File: src/rtl/hazard_control_unit_if.sv
// Bundle of the pipeline-side signals seen by the hazard control unit.
// The pipeline (master) drives register addresses and memory handshake; the unit (slave) returns controls.
interface hazard_control_unit_if;
    logic [4:0] RS1_D;
    logic [4:0] RS2_D;
    logic [4:0] RS1_E;
    logic [4:0] RS2_E;
    logic [4:0] RD_E;
    logic [1:0] Result_Src_Sel_E;
    logic       PC_Src_Sel_E;
    logic [4:0] RD_M;
    logic       REG_W_En_M;
    logic [4:0] RD_W;
    logic       REG_W_En_W;
    logic       MEM_Req_M;
    logic       MEM_Ready;
    logic       Stall_F;
    logic       Stall_D;
    logic       Stall_E;
    logic       Stall_M;
    logic       Flush_D;
    logic       Flush_E;
    logic       Flush_W;
    logic [1:0] Forward_A_E;
    logic [1:0] Forward_B_E;
    logic       Mem_Timeout;

    modport master (
        output RS1_D, RS2_D, RS1_E, RS2_E, RD_E, Result_Src_Sel_E, PC_Src_Sel_E,
               RD_M, REG_W_En_M, RD_W, REG_W_En_W, MEM_Req_M, MEM_Ready,
        input  Stall_F, Stall_D, Stall_E, Stall_M, Flush_D, Flush_E, Flush_W,
               Forward_A_E, Forward_B_E, Mem_Timeout
    );

    modport slave (
        input  RS1_D, RS2_D, RS1_E, RS2_E, RD_E, Result_Src_Sel_E, PC_Src_Sel_E,
               RD_M, REG_W_En_M, RD_W, REG_W_En_W, MEM_Req_M, MEM_Ready,
        output Stall_F, Stall_D, Stall_E, Stall_M, Flush_D, Flush_E, Flush_W,
               Forward_A_E, Forward_B_E, Mem_Timeout
    );
endinterface

File: src/rtl/hazard_control_unit.sv
// Stall/flush sequencing and operand forwarding for a five-stage RV32i pipeline,
// including post-reset drain and multi-cycle data-memory waits with a sticky timeout.
module hazard_control_unit #(
    parameter int RESET_DRAIN_CYCLES = 2,
    parameter int MAX_WAIT_CYCLES    = 16
) (
    input logic                 CLK,
    input logic                 RST,
    hazard_control_unit_if.slave hz
);
    localparam int WW = $clog2(MAX_WAIT_CYCLES + 1);
    localparam logic [3:0]    DRAIN_LAST = 4'(RESET_DRAIN_CYCLES - 1);
    localparam logic [WW-1:0] WAIT_MAX   = WW'(MAX_WAIT_CYCLES);

    typedef enum logic [1:0] {DRAIN, RUN, MEM_WAIT} state_t;

    state_t        state, state_next;
    logic [3:0]    drain_cnt, drain_cnt_next;
    logic [WW-1:0] wait_cnt, wait_cnt_next;
    logic          mem_timeout, mem_timeout_next;
    logic          mem_stall;
    logic          load_use;

    function automatic logic [1:0] fwd_sel(input logic [4:0] rs, input logic [4:0] rd_m,
                                           input logic wen_m, input logic [4:0] rd_w,
                                           input logic wen_w);
        if (rs != 5'd0 && wen_m && rd_m == rs)
            return 2'b10;
        else if (rs != 5'd0 && wen_w && rd_w == rs)
            return 2'b01;
        else
            return 2'b00;
    endfunction

    assign mem_stall = (state != DRAIN) && hz.MEM_Req_M && !hz.MEM_Ready;
    assign load_use  = (hz.Result_Src_Sel_E == 2'b01) && (hz.RD_E != 5'd0) &&
                       ((hz.RD_E == hz.RS1_D) || (hz.RD_E == hz.RS2_D));

    always_ff @(posedge CLK or posedge RST) begin
        if (RST) begin
            state       <= DRAIN;
            drain_cnt   <= '0;
            wait_cnt    <= '0;
            mem_timeout <= 1'b0;
        end else begin
            state       <= state_next;
            drain_cnt   <= drain_cnt_next;
            wait_cnt    <= wait_cnt_next;
            mem_timeout <= mem_timeout_next;
        end
    end

    // The wait counter counts consecutive stalled cycles; the first one loads 1 on entry.
    always_comb begin
        state_next       = state;
        drain_cnt_next   = drain_cnt;
        wait_cnt_next    = wait_cnt;
        mem_timeout_next = mem_timeout;
        case (state)
            DRAIN: begin
                if (drain_cnt == DRAIN_LAST) begin
                    state_next     = RUN;
                    drain_cnt_next = '0;
                end else begin
                    drain_cnt_next = drain_cnt + 4'd1;
                end
            end
            RUN: begin
                if (mem_stall) begin
                    state_next    = MEM_WAIT;
                    wait_cnt_next = WW'(1);
                end
            end
            MEM_WAIT: begin
                if (mem_stall) begin
                    if (wait_cnt != WAIT_MAX)
                        wait_cnt_next = wait_cnt + WW'(1);
                end else begin
                    state_next    = RUN;
                    wait_cnt_next = '0;
                end
            end
            default: state_next = DRAIN;
        endcase
        if (wait_cnt_next == WAIT_MAX)
            mem_timeout_next = 1'b1;
    end

    // Priority: drain, then memory stall, then taken branch, then load-use.
    always_comb begin
        hz.Stall_F = 1'b0;
        hz.Stall_D = 1'b0;
        hz.Stall_E = 1'b0;
        hz.Stall_M = 1'b0;
        hz.Flush_D = 1'b0;
        hz.Flush_E = 1'b0;
        hz.Flush_W = 1'b0;
        if (state == DRAIN) begin
            hz.Stall_F = 1'b1;
            hz.Flush_D = 1'b1;
            hz.Flush_E = 1'b1;
        end else if (mem_stall) begin
            hz.Stall_F = 1'b1;
            hz.Stall_D = 1'b1;
            hz.Stall_E = 1'b1;
            hz.Stall_M = 1'b1;
            hz.Flush_W = 1'b1;
        end else if (hz.PC_Src_Sel_E) begin
            hz.Flush_D = 1'b1;
            hz.Flush_E = 1'b1;
        end else if (load_use) begin
            hz.Stall_F = 1'b1;
            hz.Stall_D = 1'b1;
            hz.Flush_E = 1'b1;
        end
    end

    assign hz.Forward_A_E = fwd_sel(hz.RS1_E, hz.RD_M, hz.REG_W_En_M, hz.RD_W, hz.REG_W_En_W);
    assign hz.Forward_B_E = fwd_sel(hz.RS2_E, hz.RD_M, hz.REG_W_En_M, hz.RD_W, hz.REG_W_En_W);
    assign hz.Mem_Timeout = mem_timeout;

endmodule

File: src/flat_wrapper.sv
// flat-port wrapper written by rule: the top's interface ports become plain ports
module hazard_control_unit_flat 
#(
    parameter int RESET_DRAIN_CYCLES = 2,
    parameter int MAX_WAIT_CYCLES    = 16
)
  (CLK, RST, hz_RS1_D, hz_RS2_D, hz_RS1_E, hz_RS2_E, hz_RD_E, hz_Result_Src_Sel_E, hz_PC_Src_Sel_E, hz_RD_M, hz_REG_W_En_M, hz_RD_W, hz_REG_W_En_W, hz_MEM_Req_M, hz_MEM_Ready, hz_Stall_F, hz_Stall_D, hz_Stall_E, hz_Stall_M, hz_Flush_D, hz_Flush_E, hz_Flush_W, hz_Forward_A_E, hz_Forward_B_E, hz_Mem_Timeout);
  hazard_control_unit_if hz_i ();
  input logic CLK;
  input logic RST;
  input wire logic [$bits(hz_i.RS1_D)-1:0] hz_RS1_D;
  input wire logic [$bits(hz_i.RS2_D)-1:0] hz_RS2_D;
  input wire logic [$bits(hz_i.RS1_E)-1:0] hz_RS1_E;
  input wire logic [$bits(hz_i.RS2_E)-1:0] hz_RS2_E;
  input wire logic [$bits(hz_i.RD_E)-1:0] hz_RD_E;
  input wire logic [$bits(hz_i.Result_Src_Sel_E)-1:0] hz_Result_Src_Sel_E;
  input wire logic [$bits(hz_i.PC_Src_Sel_E)-1:0] hz_PC_Src_Sel_E;
  input wire logic [$bits(hz_i.RD_M)-1:0] hz_RD_M;
  input wire logic [$bits(hz_i.REG_W_En_M)-1:0] hz_REG_W_En_M;
  input wire logic [$bits(hz_i.RD_W)-1:0] hz_RD_W;
  input wire logic [$bits(hz_i.REG_W_En_W)-1:0] hz_REG_W_En_W;
  input wire logic [$bits(hz_i.MEM_Req_M)-1:0] hz_MEM_Req_M;
  input wire logic [$bits(hz_i.MEM_Ready)-1:0] hz_MEM_Ready;
  output wire logic [$bits(hz_i.Stall_F)-1:0] hz_Stall_F;
  output wire logic [$bits(hz_i.Stall_D)-1:0] hz_Stall_D;
  output wire logic [$bits(hz_i.Stall_E)-1:0] hz_Stall_E;
  output wire logic [$bits(hz_i.Stall_M)-1:0] hz_Stall_M;
  output wire logic [$bits(hz_i.Flush_D)-1:0] hz_Flush_D;
  output wire logic [$bits(hz_i.Flush_E)-1:0] hz_Flush_E;
  output wire logic [$bits(hz_i.Flush_W)-1:0] hz_Flush_W;
  output wire logic [$bits(hz_i.Forward_A_E)-1:0] hz_Forward_A_E;
  output wire logic [$bits(hz_i.Forward_B_E)-1:0] hz_Forward_B_E;
  output wire logic [$bits(hz_i.Mem_Timeout)-1:0] hz_Mem_Timeout;
  assign hz_i.RS1_D = hz_RS1_D;
  assign hz_i.RS2_D = hz_RS2_D;
  assign hz_i.RS1_E = hz_RS1_E;
  assign hz_i.RS2_E = hz_RS2_E;
  assign hz_i.RD_E = hz_RD_E;
  assign hz_i.Result_Src_Sel_E = hz_Result_Src_Sel_E;
  assign hz_i.PC_Src_Sel_E = hz_PC_Src_Sel_E;
  assign hz_i.RD_M = hz_RD_M;
  assign hz_i.REG_W_En_M = hz_REG_W_En_M;
  assign hz_i.RD_W = hz_RD_W;
  assign hz_i.REG_W_En_W = hz_REG_W_En_W;
  assign hz_i.MEM_Req_M = hz_MEM_Req_M;
  assign hz_i.MEM_Ready = hz_MEM_Ready;
  assign hz_Stall_F = hz_i.Stall_F;
  assign hz_Stall_D = hz_i.Stall_D;
  assign hz_Stall_E = hz_i.Stall_E;
  assign hz_Stall_M = hz_i.Stall_M;
  assign hz_Flush_D = hz_i.Flush_D;
  assign hz_Flush_E = hz_i.Flush_E;
  assign hz_Flush_W = hz_i.Flush_W;
  assign hz_Forward_A_E = hz_i.Forward_A_E;
  assign hz_Forward_B_E = hz_i.Forward_B_E;
  assign hz_Mem_Timeout = hz_i.Mem_Timeout;
  hazard_control_unit #(.RESET_DRAIN_CYCLES(RESET_DRAIN_CYCLES), .MAX_WAIT_CYCLES(MAX_WAIT_CYCLES)) u_core (.CLK(CLK), .RST(RST), .hz(hz_i));
endmodule
File: config.mk
export PLATFORM = sky130hd
export DESIGN_NAME = hazard_control_unit_flat
export DESIGN_NICKNAME = d
export VERILOG_FILES = /design/src/rtl/hazard_control_unit_if.sv /design/src/rtl/hazard_control_unit.sv /design/src/flat_wrapper.sv
export SDC_FILE = /design/constraint.sdc
export NUM_CORES = 1
export LEC_CHECK = 0
export ABC_CLOCK_PERIOD_IN_PS = 2200
export CORE_MARGIN = 8
export CORE_UTILIZATION = 41
export DETAILED_ROUTE_END_ITERATION = 8
export HOLD_SLACK_MARGIN = 0.08
export PLACE_DENSITY = 0.8
export SLEW_MARGIN = 20
export SYNTH_ARGS = -nofsm -noshare
export SYNTH_HDL_FRONTEND = slang
export SYNTH_SLANG_ARGS = --single-unit
File: constraint.sdc
create_clock -name CLK -period 2.2 [get_ports CLK]
set_input_delay 0.33 -clock CLK [delete_from_list [all_inputs] [get_ports CLK]]
set_output_delay 0.33 -clock CLK [all_outputs]
set_load 0.05 [all_outputs]
==> results of run 1 <==
-- logic make-up (layout without fill, tap and decap cells) --
group / after synthesis / after routing / synth area share
DFF: 12 / 12 / 0.2550
xor gates and xnor gates: 33 / 33 / 0.2455
and+or+nand+nor: 47 / 47 / 0.2338
adders and majority gates: 6 / 6 / 0.06376
buffers and inverters: 14 / 86 / 0.06164
AOI/OAI and AO/OA: 21 / 21 / 0.1318
muxes: 1 / 1 / 0.008502
-- cell usage in the layout (no fill, tap or decap), drive strengths merged, types with 2 or more instances in the layout --
master,synthesis,final
buf,3,28
xnor2,26,26
clkdlybuf4s50,0,26
dlygate4sd2,0,12
dfrtp,12,12
inv,11,11
nand2,9,9
nor2,8,8
xor2,7,7
dlymetal6s2s,0,6
nand3,6,6
ha,6,6
nand4,5,5
nor4,4,4
o21ai,4,4
nor3,4,4
clkbuf,0,3
or4,3,3
a21oi,2,2
a211o,2,2
o21bai,2,2
and4bb,2,2
-- per-layer routing --
| layer | track usage | wire [um] | vias up |
|---|---|---|---|
| met5 | 0 | 0 | - |
| met4 | 0.07517 | 131 | 0 |
| met3 | 0.04292 | 264 | 16 |
| met2 | 0.3268 | 2269 | 60 |
| met1 | 0.1633 | 1588 | 620 |
| li1 | - | - | 622 |
-- synthesized netlist by cell type --
cell	count	area (um^2)
a211o_1	2	17.52
a21o_2	1	8.760
a21oi_1	2	10.01
a22o_1	1	8.760
a2bb2oi_1	1	8.760
a31o_1	1	8.760
a41o_1	1	10.01
and4bb_1	1	12.51
and4bb_4	1	16.27
buf_4	2	15.01
buf_6	1	11.26
dfrtp_1	12	300.3
ha_1	6	75.07
inv_1	10	37.54
inv_6	1	8.760
mux2i_1	1	10.01
nand2_1	9	33.78
nand2b_1	1	6.260
nand3_1	5	25.02
nand3_2	1	10.01
nand4_1	5	31.28
nand4bb_1	1	11.26
nor2_1	8	30.03
nor2b_1	1	6.260
nor3_1	4	20.02
nor3b_1	1	7.510
nor4_1	4	25.02
nor4b_1	1	8.760
o21a_1	1	7.510
o21ai_0	3	15.01
o21ai_1	1	5.000
o21bai_1	2	15.01
o22ai_1	1	6.260
o2bb2ai_1	1	8.760
o31a_1	1	8.760
o31ai_1	1	7.510
o41ai_1	1	8.760
or2_4	1	8.760
or4_1	3	22.52
xnor2_1	26	227.7
xor2_1	7	61.31
-- critical path, cell delays in order --
cell and delay, ns:
clkdlybuf4s50_1 0.48, xnor2_1 0.13, nand3_1 0.13, nor3_2 0.21
o21ai_2 0.12, o31ai_4 0.24, buf_12 0.17
-- metrics by stage --
step	setup TNS, ns	setup WS, ns	area [um^2]	util
2_1_floorplan	-0.05198	-0.05198	1226	-
3_3_place_gp	-0.2473	-0.07325	1962	0.7176
3_5_place_dp	-0.5807	-0.1913	1962	0.7176
4_1_cts	0	0.006375	2048	0.7492
5_1_grt	-0.009463	-0.009463	2073	0.7584
6_report	0	0.05748	2073	0.7584
-- sequential cells by signal, indices dropped and copies added (netlist names) --
register               cells
u_core.drain_cnt           4
u_core.state               2
u_core.wait_cnt            5
u_core.hz.Mem_Timeout      1
-- how the worst min path moves through the flow --
stage / start / endpoint / slack [ns]
3_3_place_gp: u_core.hz.Mem_Timeout / u_core.hz.Mem_Timeout / 0.46
3_5_place_dp: u_core.hz.Mem_Timeout / u_core.hz.Mem_Timeout / 0.46
6_report: RST / u_core.hz.Mem_Timeout / 0.36
5_1_grt: RST / u_core.drain_cnt[2] / 0.42
2_1_floorplan: RST / u_core.drain_cnt[0] / 0.19
4_1_cts: RST / u_core.drain_cnt[2] / 0.36
-- repair_timing --
item / CTS / global route
gates cloned: 0 / 0
hold buffers: 0 / 0
pin swaps: 12 / 13
buffers inserted: 2 / 0
gates resized for setup: 25 / 7
endpoints found under the setup margin: 6 / 5
-- layout make-up --
cell class / instances / area (um^2) / area share
multi-input cells: 108 / 923.4 / 0.4454
flip-flops and latches: 12 / 300.3 / 0.1448
repair buffers: 72 / 742.0 / 0.3579
well taps: 31 / 38.79 / 0.01871
clock buffers: 3 / 22.52 / 0.01086
inverters: 11 / 46.29 / 0.02233
-- report_power, final --
group / switching (mW) / leakage (nW) / internal [mW]
registers: 0.0371 / 0.162 / 0.253
logic: 0.492 / 0.745 / 0.412
clock network: 0.0689 / 0.0138 / 0.0633
total: 0.598 / 0.921 / 0.728
==> results.yml, run 1 <==
status:
  status: "completed"
worst_setup_path:
  r2r_slack_ns: 0.30
  crit_path_max_fanout: 3
  startpoint: "hz_RS2_D[4]"
  startpoint_type: "primary input"
  criticalPathCategory: "in -> out"
  worstReg2RegStart: "u_core.state[0]"
  cp_data_required_time_ns: 1.87
  worstSetupEndpoint: "hz_Stall_D"
  worstReg2RegEnd: "u_core.hz.Mem_Timeout"
  cp.arrival_ns: 1.81
  reg2reg_depth: 8
  end_kind: "output pin"
floorplanning:
  fp.dieH_um: 69.59
  core_mm2: 0.002734
  die_x_um: 69.59
  dieArea_mm2: 0.004842
  num_rows: 19
  initial_core_util: 0.4307
  pin_count: 56
cts:
  cts_made_buffers: 3
  clk_latency_ns: 0.27
  cts-root-buf: "clkbuf_4"
  htreeDepth: 1
  cts.sink_count: 12
  cts_tree: "yes"
  clkTransAtPathRegs_ns: 0.07
  clock_path_buffers: 2
timing:
  drv_slew: 0
  setup_viol: 0
  fin_skew_ns: 0.0005103
  hold_viol_final: 0
  worstMarginPinSlew_ns: 0.5012
  min_period_ns: 2.143
  max_freq_ghz: 0.4667
  period_share: 0.9739
  maxSlewHeadroom: 0.6648
  fin_hold_ws_ns: 0.3573
global_routing:
  grt_pass1_vias: 1471
  grt_usage: 0.1698
  grt_overflow_total: 0
  grt_pass1_wl_um: 6906
  antenna_found_initial: 0
  grt_max_degree: 13
place:
  buffer_ports.inserted: 55
  gp_congestion: 0.9882
  dp_cells: 232
  hpwlAfterDp_um: 3428
synth:
  synth_seq_cells: 12
  synthesis.nets: 184
  synth.distinct_cells: 41
  syn_avg_cell_area_um2: 8.786
  netlist_area_mm2: 0.001177
  netlist_instances: 134
  yosysSeqAreaShare: 0.2550
  yosysWarnings: 0
final_layout:
  fill_cells: 186
  drive_gt1_frac: 0.2379
  diodes: 0
  nets: 258
  fin_cells: 237
  area_growth_pct: 76.09
drt:
  viasPerCell: 5.561
  drc_errors: 0
  drt-initial-drc-count: 22
  drt-total-wl_um: 4254
  ant_nets: 0
  avgRoutedWirePerCell_um: 17.95
  first_pass_iters: 4
  vias: 1318
min_path:
  hold_path_class: "in -> async"
job:
  drv_cap: 0
power:
  powerDensity_mw_per_mm2: 640.0
  p_total_mw: 1.327
  ir_drop_mv: 0.7361
  p_leak_nw: 0.9210
Note: power is estimated with default switching activity, not from simulation.
==> run 2, diff against run 1 <==
--- a/config.mk
+++ b/config.mk
@@ -7,10 +7,11 @@
 export LEC_CHECK = 0
 export ABC_CLOCK_PERIOD_IN_PS = 2200
 export CORE_MARGIN = 8
-export CORE_UTILIZATION = 41
+export CORE_UTILIZATION = 42
+export CTS_BUF_LIST = sky130_fd_sc_hd__clkbuf_4 sky130_fd_sc_hd__clkbuf_8
 export DETAILED_ROUTE_END_ITERATION = 8
 export HOLD_SLACK_MARGIN = 0.08
-export PLACE_DENSITY = 0.8
+export PLACE_DENSITY = 0.82
 export SLEW_MARGIN = 20
 export SYNTH_ARGS = -nofsm -noshare
 export SYNTH_HDL_FRONTEND = slang
==> run 2 against run 1 <==
Hold slack improved by 0.0056 ns. Sequential cell count did not move. Critical path depth down 1. Register-to-register slack got worse by 0.06 ns. Wire length down 5.9%.
==> results.yml, run 2 (synthesized netlist as in run 1, its figures left out) <==
cts:
  cts_tree: "yes"
  cts.sink_count: 12
  cts-root-buf: "clkbuf_4"
  clock_path_buffers: 2
  clk_latency_ns: 0.26
  htreeDepth: 1
  cts_made_buffers: 3
  clkTransAtPathRegs_ns: 0.07
timing:
  maxSlewHeadroom: 0.6689
  fin_skew_ns: 0.003142
  setup_viol: 0
  drv_slew: 0
  period_share: 0.9840
  rsz0062_at_grt: "no"
  max_freq_ghz: 0.4620
  hold_viol_final: 0
  fin_hold_ws_ns: 0.3629
  fin_ws_ns: 0.03530
  worstMarginPinSlew_ns: 0.4951
  min_period_ns: 2.165
floorplanning:
  pin_count: 56
  fp.dieH_um: 68.95
  initial_core_util: 0.4344
  num_rows: 19
  core_mm2: 0.002710
  dieArea_mm2: 0.004753
  die_x_um: 68.95
global_routing:
  grt_pass1_vias: 1460
  antenna_found_initial: 0
  grt_usage: 0.1818
  grt_max_degree: 13
  grt_overflow_total: 0
  grt_pass1_wl_um: 6665
power:
  power_switching_mw: 0.5616
  clkPwrFrac: 0.123
  ir_drop_mv: 0.6363
  comb_power_share: 0.655
  p_sw_frac: 0.4295
  p_total_mw: 1.308
  p_seq_frac: 0.222
  p_int_mw: 0.7460
  powerDensity_mw_per_mm2: 616.9
  p_leak_nw: 0.9442
drt:
  ant_nets: 0
  vias: 1285
  drt-initial-drc-count: 56
  drt-total-wl_um: 4001
  viasPerCell: 5.310
  first_pass_iters: 5
  avgRoutedWirePerCell_um: 16.53
  drc_errors: 0
job:
  drv_cap: 0
final_layout:
  largest_registers: "u_core.wait_cnt (5), u_core.drain_cnt (4), u_core.state (2)"
  finalInstanceArea_mm2: 0.002120
  fill_cells: 183
  seq_area_um2: 300.3
  largest_reg_flops: 5
  multiInputGateArea_um2: 919.6
  layout_commonest_cell: "clkdlybuf4s50_1"
  area_growth_pct: 80.02
  drive_gt1_frac: 0.2607
  final_cell_mix: "clkdlybuf4s50_1 (25), xnor2_1 (24), buf_4 (20), dlygate4sd2_1 (16), dfrtp_1 (12)"
  regMostFlops: "u_core.wait_cnt"
  nets: 262
  diodes: 0
  final_core_util: 0.7821
min_path:
  hold_path_class: "in -> async"
place:
  gp_congestion: 0.8977
  dpl_cell_area_mm2: 0.001969
  place_ws_ns: -0.1216
  hpwlAfterDp_um: 3309
  buffer_ports.inserted: 55
worst_setup_path:
  cp_data_required_time_ns: 1.87
  crit_path_max_fanout: 2
  startpoint_type: "primary input"
  cp.arrival_ns: 1.83
  criticalPathCategory: "in -> out"
  end_kind: "output pin"
status:
  status: "completed"
==> run 2: area by class of cell <==
type | instances | share of cell area
multi-input combinational | 108 | 0.4339
timing repair buffer | 76 | 0.3672
sequential | 12 | 0.1417
inverter | 11 | 0.02184
tap | 31 | 0.01830
clock buffer | 4 | 0.01712
==> run 2: final timing paths <==
check | from | slack [ns] | to | cells after the start
setup / recovery | hz_RS2_E[3] | 0.04 | hz_Forward_B_E[0] | 6
hold / removal | RST | 0.36 | u_core.state[1] | 2
setup reg to reg | u_core.state[1] | 0.24 | u_core.hz.Mem_Timeout | 8
hold reg to reg | u_core.hz.Mem_Timeout | 0.48 | u_core.hz.Mem_Timeout | 1
max in group asynchronous | RST | 1.55 | u_core.wait_cnt[4] | 2
min in group CLK | u_core.hz.Mem_Timeout | 0.48 | u_core.hz.Mem_Timeout | 1
==> run 2: power by group through the flow <==
stage | Clock [mW] | Sequential [mW] | Combinational, mW
final | 0.161 | 0.290 | 0.856
after global routing | 0.176 | 0.295 | 0.933
after CTS | 0.169 | 0.290 | 0.846
after detailed placement | 0 | 0.295 | 0.827
after global placement | 0 | 0.290 | 0.803
after floorplan | 0 | 0.286 | 0.531
==> run 2: metrics by stage <==
step,TNS (ns),cells
after floorplan,-0.05198,134
after global placement,-0.3243,233
after detailed placement,-0.4735,233
after CTS,0,242
after global routing,0,242
final,0,242
==> run 2: critical path, cell delays in order <==
cell	delay, ns
dlygate4sd2_1	0.27
or4_4	0.57
nor2_4	0.14
nor3_2	0.07
nor4_4	0.27
buf_12	0.18
==> run 2: metal layers <==
layer  global-route usage  share of wire
met1               0.1903           0.38
met2               0.3625           0.54
met3              0.02423          0.064
met4              0.05013          0.013
met5                    0              0
==> run 2: what timing repair did <==
action,4_1_cts,5_1_grt
pin swaps,13,3
buffers inserted,5,0
resized for setup,30,7
hold buffers,0,0
endpoints found under the setup margin,6,4
==> run 3, diff against run 2 <==
--- a/config.mk
+++ b/config.mk
@@ -5,13 +5,12 @@
 export SDC_FILE = /design/constraint.sdc
 export NUM_CORES = 1
 export LEC_CHECK = 0
-export ABC_CLOCK_PERIOD_IN_PS = 2200
+export ABC_CLOCK_PERIOD_IN_PS = 1740
 export CORE_MARGIN = 8
-export CORE_UTILIZATION = 42
-export CTS_BUF_LIST = sky130_fd_sc_hd__clkbuf_4 sky130_fd_sc_hd__clkbuf_8
+export CORE_UTILIZATION = 37
 export DETAILED_ROUTE_END_ITERATION = 8
 export HOLD_SLACK_MARGIN = 0.08
-export PLACE_DENSITY = 0.82
+export PLACE_DENSITY = 0.77
 export SLEW_MARGIN = 20
 export SYNTH_ARGS = -nofsm -noshare
 export SYNTH_HDL_FRONTEND = slang
==> constraint.sdc (replaced) <==
create_clock -name CLK -period 1.74 [get_ports CLK]
set_input_delay 0.261 -clock CLK [delete_from_list [all_inputs] [get_ports CLK]]
set_output_delay 0.261 -clock CLK [all_outputs]
set_load 0.05 [all_outputs]
==> run 3 against run 2 <==
The run now ends with setup timing left. Clock skew up 0.0046 ns. Sequential share of layout area down 2.0 points. Sequential power up 23%. Final area up 17%. Worst setup slack worse by 0.17 ns. First-iteration DRC count down 48%. Largest cell class unchanged.
==> results.yml, run 3 (synthesized netlist as in run 1, its figures left out) <==
timing:
  fin_tns_setup_ns: -0.8523
  maxSlewHeadroom: 0.6997
  fin_hold_ws_ns: 0.2801
  rsz0062_at_grt: "yes"
  min_period_ns: 1.875
  drv_slew: 0
  fin_skew_ns: 0.007721
  setup_viol: 9
  period_share: 1.078
  worstMarginPinSlew_ns: 0.4500
  max_freq_ghz: 0.5332
  fin_ws_ns: -0.1353
  hold_viol_final: 0
place:
  hpwlAfterDp_um: 3416
  gp_congestion: 0.8424
  place_ws_ns: -0.4795
  dp_cells: 263
  buffer_ports.inserted: 55
  dpl_cell_area_mm2: 0.002175
global_routing:
  antenna_found_initial: 0
  grt_overflow_total: 0
  grt_pass1_vias: 1581
  grt_max_degree: 13
  grt_pass1_wl_um: 7417
  grt_usage: 0.1749
final_layout:
  final_core_util: 0.8098
  seq_area_um2: 300.3
  diodes: 0
  layout_commonest_cell: "buf_4"
  fill_cells: 182
  final_cell_mix: "buf_4 (38), xnor2_1 (19), buf_6 (16), dlygate4sd2_1 (13), dfrtp_1 (12)"
  regMostFlops: "u_core.wait_cnt"
  largest_registers: "u_core.wait_cnt (5), u_core.drain_cnt (4), u_core.state (2)"
  fin_cells: 280
  area_growth_pct: 110.0
  largest_reg_flops: 5
  drive_gt1_frac: 0.5085
  multiInputGateArea_mm2: 0.001084
  finalInstanceArea_mm2: 0.002472
  nets: 287
drt:
  vias: 1439
  drt-met1-wl_um: 1738
  wl_met2_um: 2368
  drc_errors: 0
  drt-total-wl_um: 4641
  first_pass_iters: 4
  avgRoutedWirePerCell_um: 16.58
  top_layer: "met4"
  viasPerCell: 5.139
  drt-initial-drc-count: 29
  ant_nets: 0
  route.met3.wl_um: 448
job:
  drv_cap: 0
power:
  p_total_mw: 2.144
  p_leak_nw: 1.132
  powerDensity_mw_per_mm2: 867.1
  ir_drop_mv: 0.8120
floorplanning:
  num_rows: 20
  initial_core_util: 0.3857
  core_mm2: 0.003053
  pin_count: 56
  fp.dieH_um: 72.41
  die_x_um: 72.41
  dieArea_mm2: 0.005243
worst_setup_path:
  crit_path_max_fanout: 4
  slowest_delay_ns: 0.40
  r2r_slack_ns: -0.07
  critical_path.slowest_cell: "dfrtp_1"
  crit_chain: "inv_2, ha_4, or2_4, inv_8, buf_6, nor2_4, o21ai_2, buf_6"
  cp_data_required_time_ns: 1.48
  reg2reg_depth: 9
  end_kind: "output pin"
  worstSetupEndpoint: "hz_Stall_F"
  startpoint: "u_core.state[1]"
  criticalPathCategory: "reg -> out"
  worstReg2RegStart: "u_core.state[1]"
  startpoint_type: "register"
  cp_common_cell: "buf_6"
  cp.arrival_ns: 1.61
  worstReg2RegEnd: "u_core.hz.Mem_Timeout"
cts:
  clk_latency_ns: 0.27
  cts-root-buf: "clkbuf_4"
  cts_made_buffers: 3
  cts.sink_count: 12
  clock_path_buffers: 2
  clkTransAtPathRegs_ns: 0.08
  cts_tree: "yes"
  htreeDepth: 1
min_path:
  hold_path_class: "in -> async"
status:
  status: "finished with violations"
  violations: "setup timing"
run 3: cell types whose count changed in the layout (fill, tap and decap cells not counted), moves of 3 or more:
cell	before	now
buf_4	20	38
clkdlybuf4s50_1	25	8
buf_6	4	16
buf_2	0	7
xnor2_1	24	19
xnor2_2	2	7
clkbuf_2	0	4
clkdlybuf4s15_1	0	3
dlygate4sd2_1	16	13
nor2_1	6	3
run 3: final cells by class:
cell class,count,share of cell area
multi-input cells,108,0.4383
repair buffers,101,0.3836
flip-flops and latches,12,0.1215
well taps,44,0.02227
inverters,11,0.01974
clock buffers,4,0.01468
run 3: how the worst min path moves through the flow:
stage	depth (start not counted)	startpoint	end
after CTS	2	RST	u_core.wait_cnt[2]
after detailed placement	1	u_core.hz.Mem_Timeout	u_core.hz.Mem_Timeout
final	2	RST	u_core.wait_cnt[2]
after global placement	1	u_core.hz.Mem_Timeout	u_core.hz.Mem_Timeout
after global routing	2	RST	u_core.wait_cnt[2]
after floorplan	1	RST	u_core.drain_cnt[0]
run 3: worst max-delay path, delay by kind of cell (launching register included):
| family | cells | cell delay (ns) |
|---|---|---|
| buffers and inverters | 4 | 0.41 |
| and+or+nand+nor | 2 | 0.29 |
| AOI/OAI and AO/OA | 1 | 0.05 |
| adders and majority gates | 1 | 0.17 |
| DFF | 1 | 0.40 |
run 3: repair_timing:
item | CTS | global route
buffers inserted | 9 | 4
pin swaps | 35 | 21
cloned | 0 | 0
gates resized for setup | 99 | 29
setup endpoints to repair | 12 | 14
hold buffers | 0 | 0
run 3: report_power, final:
part | switching [mW] | leakage, nW | total (mW) | internal [mW]
Combinational | 0.765 | 0.949 | 1.56 | 0.798
Clock | 0.0968 | 0.0210 | 0.224 | 0.127
Sequential | 0.0367 | 0.162 | 0.357 | 0.320
run 3: routing by layer:
metal	vias up	GRT usage
li1	678	-
met1	682	0.1820
met2	69	0.3240
met3	10	0.06474
met4	0	0.03778
met5	-	0
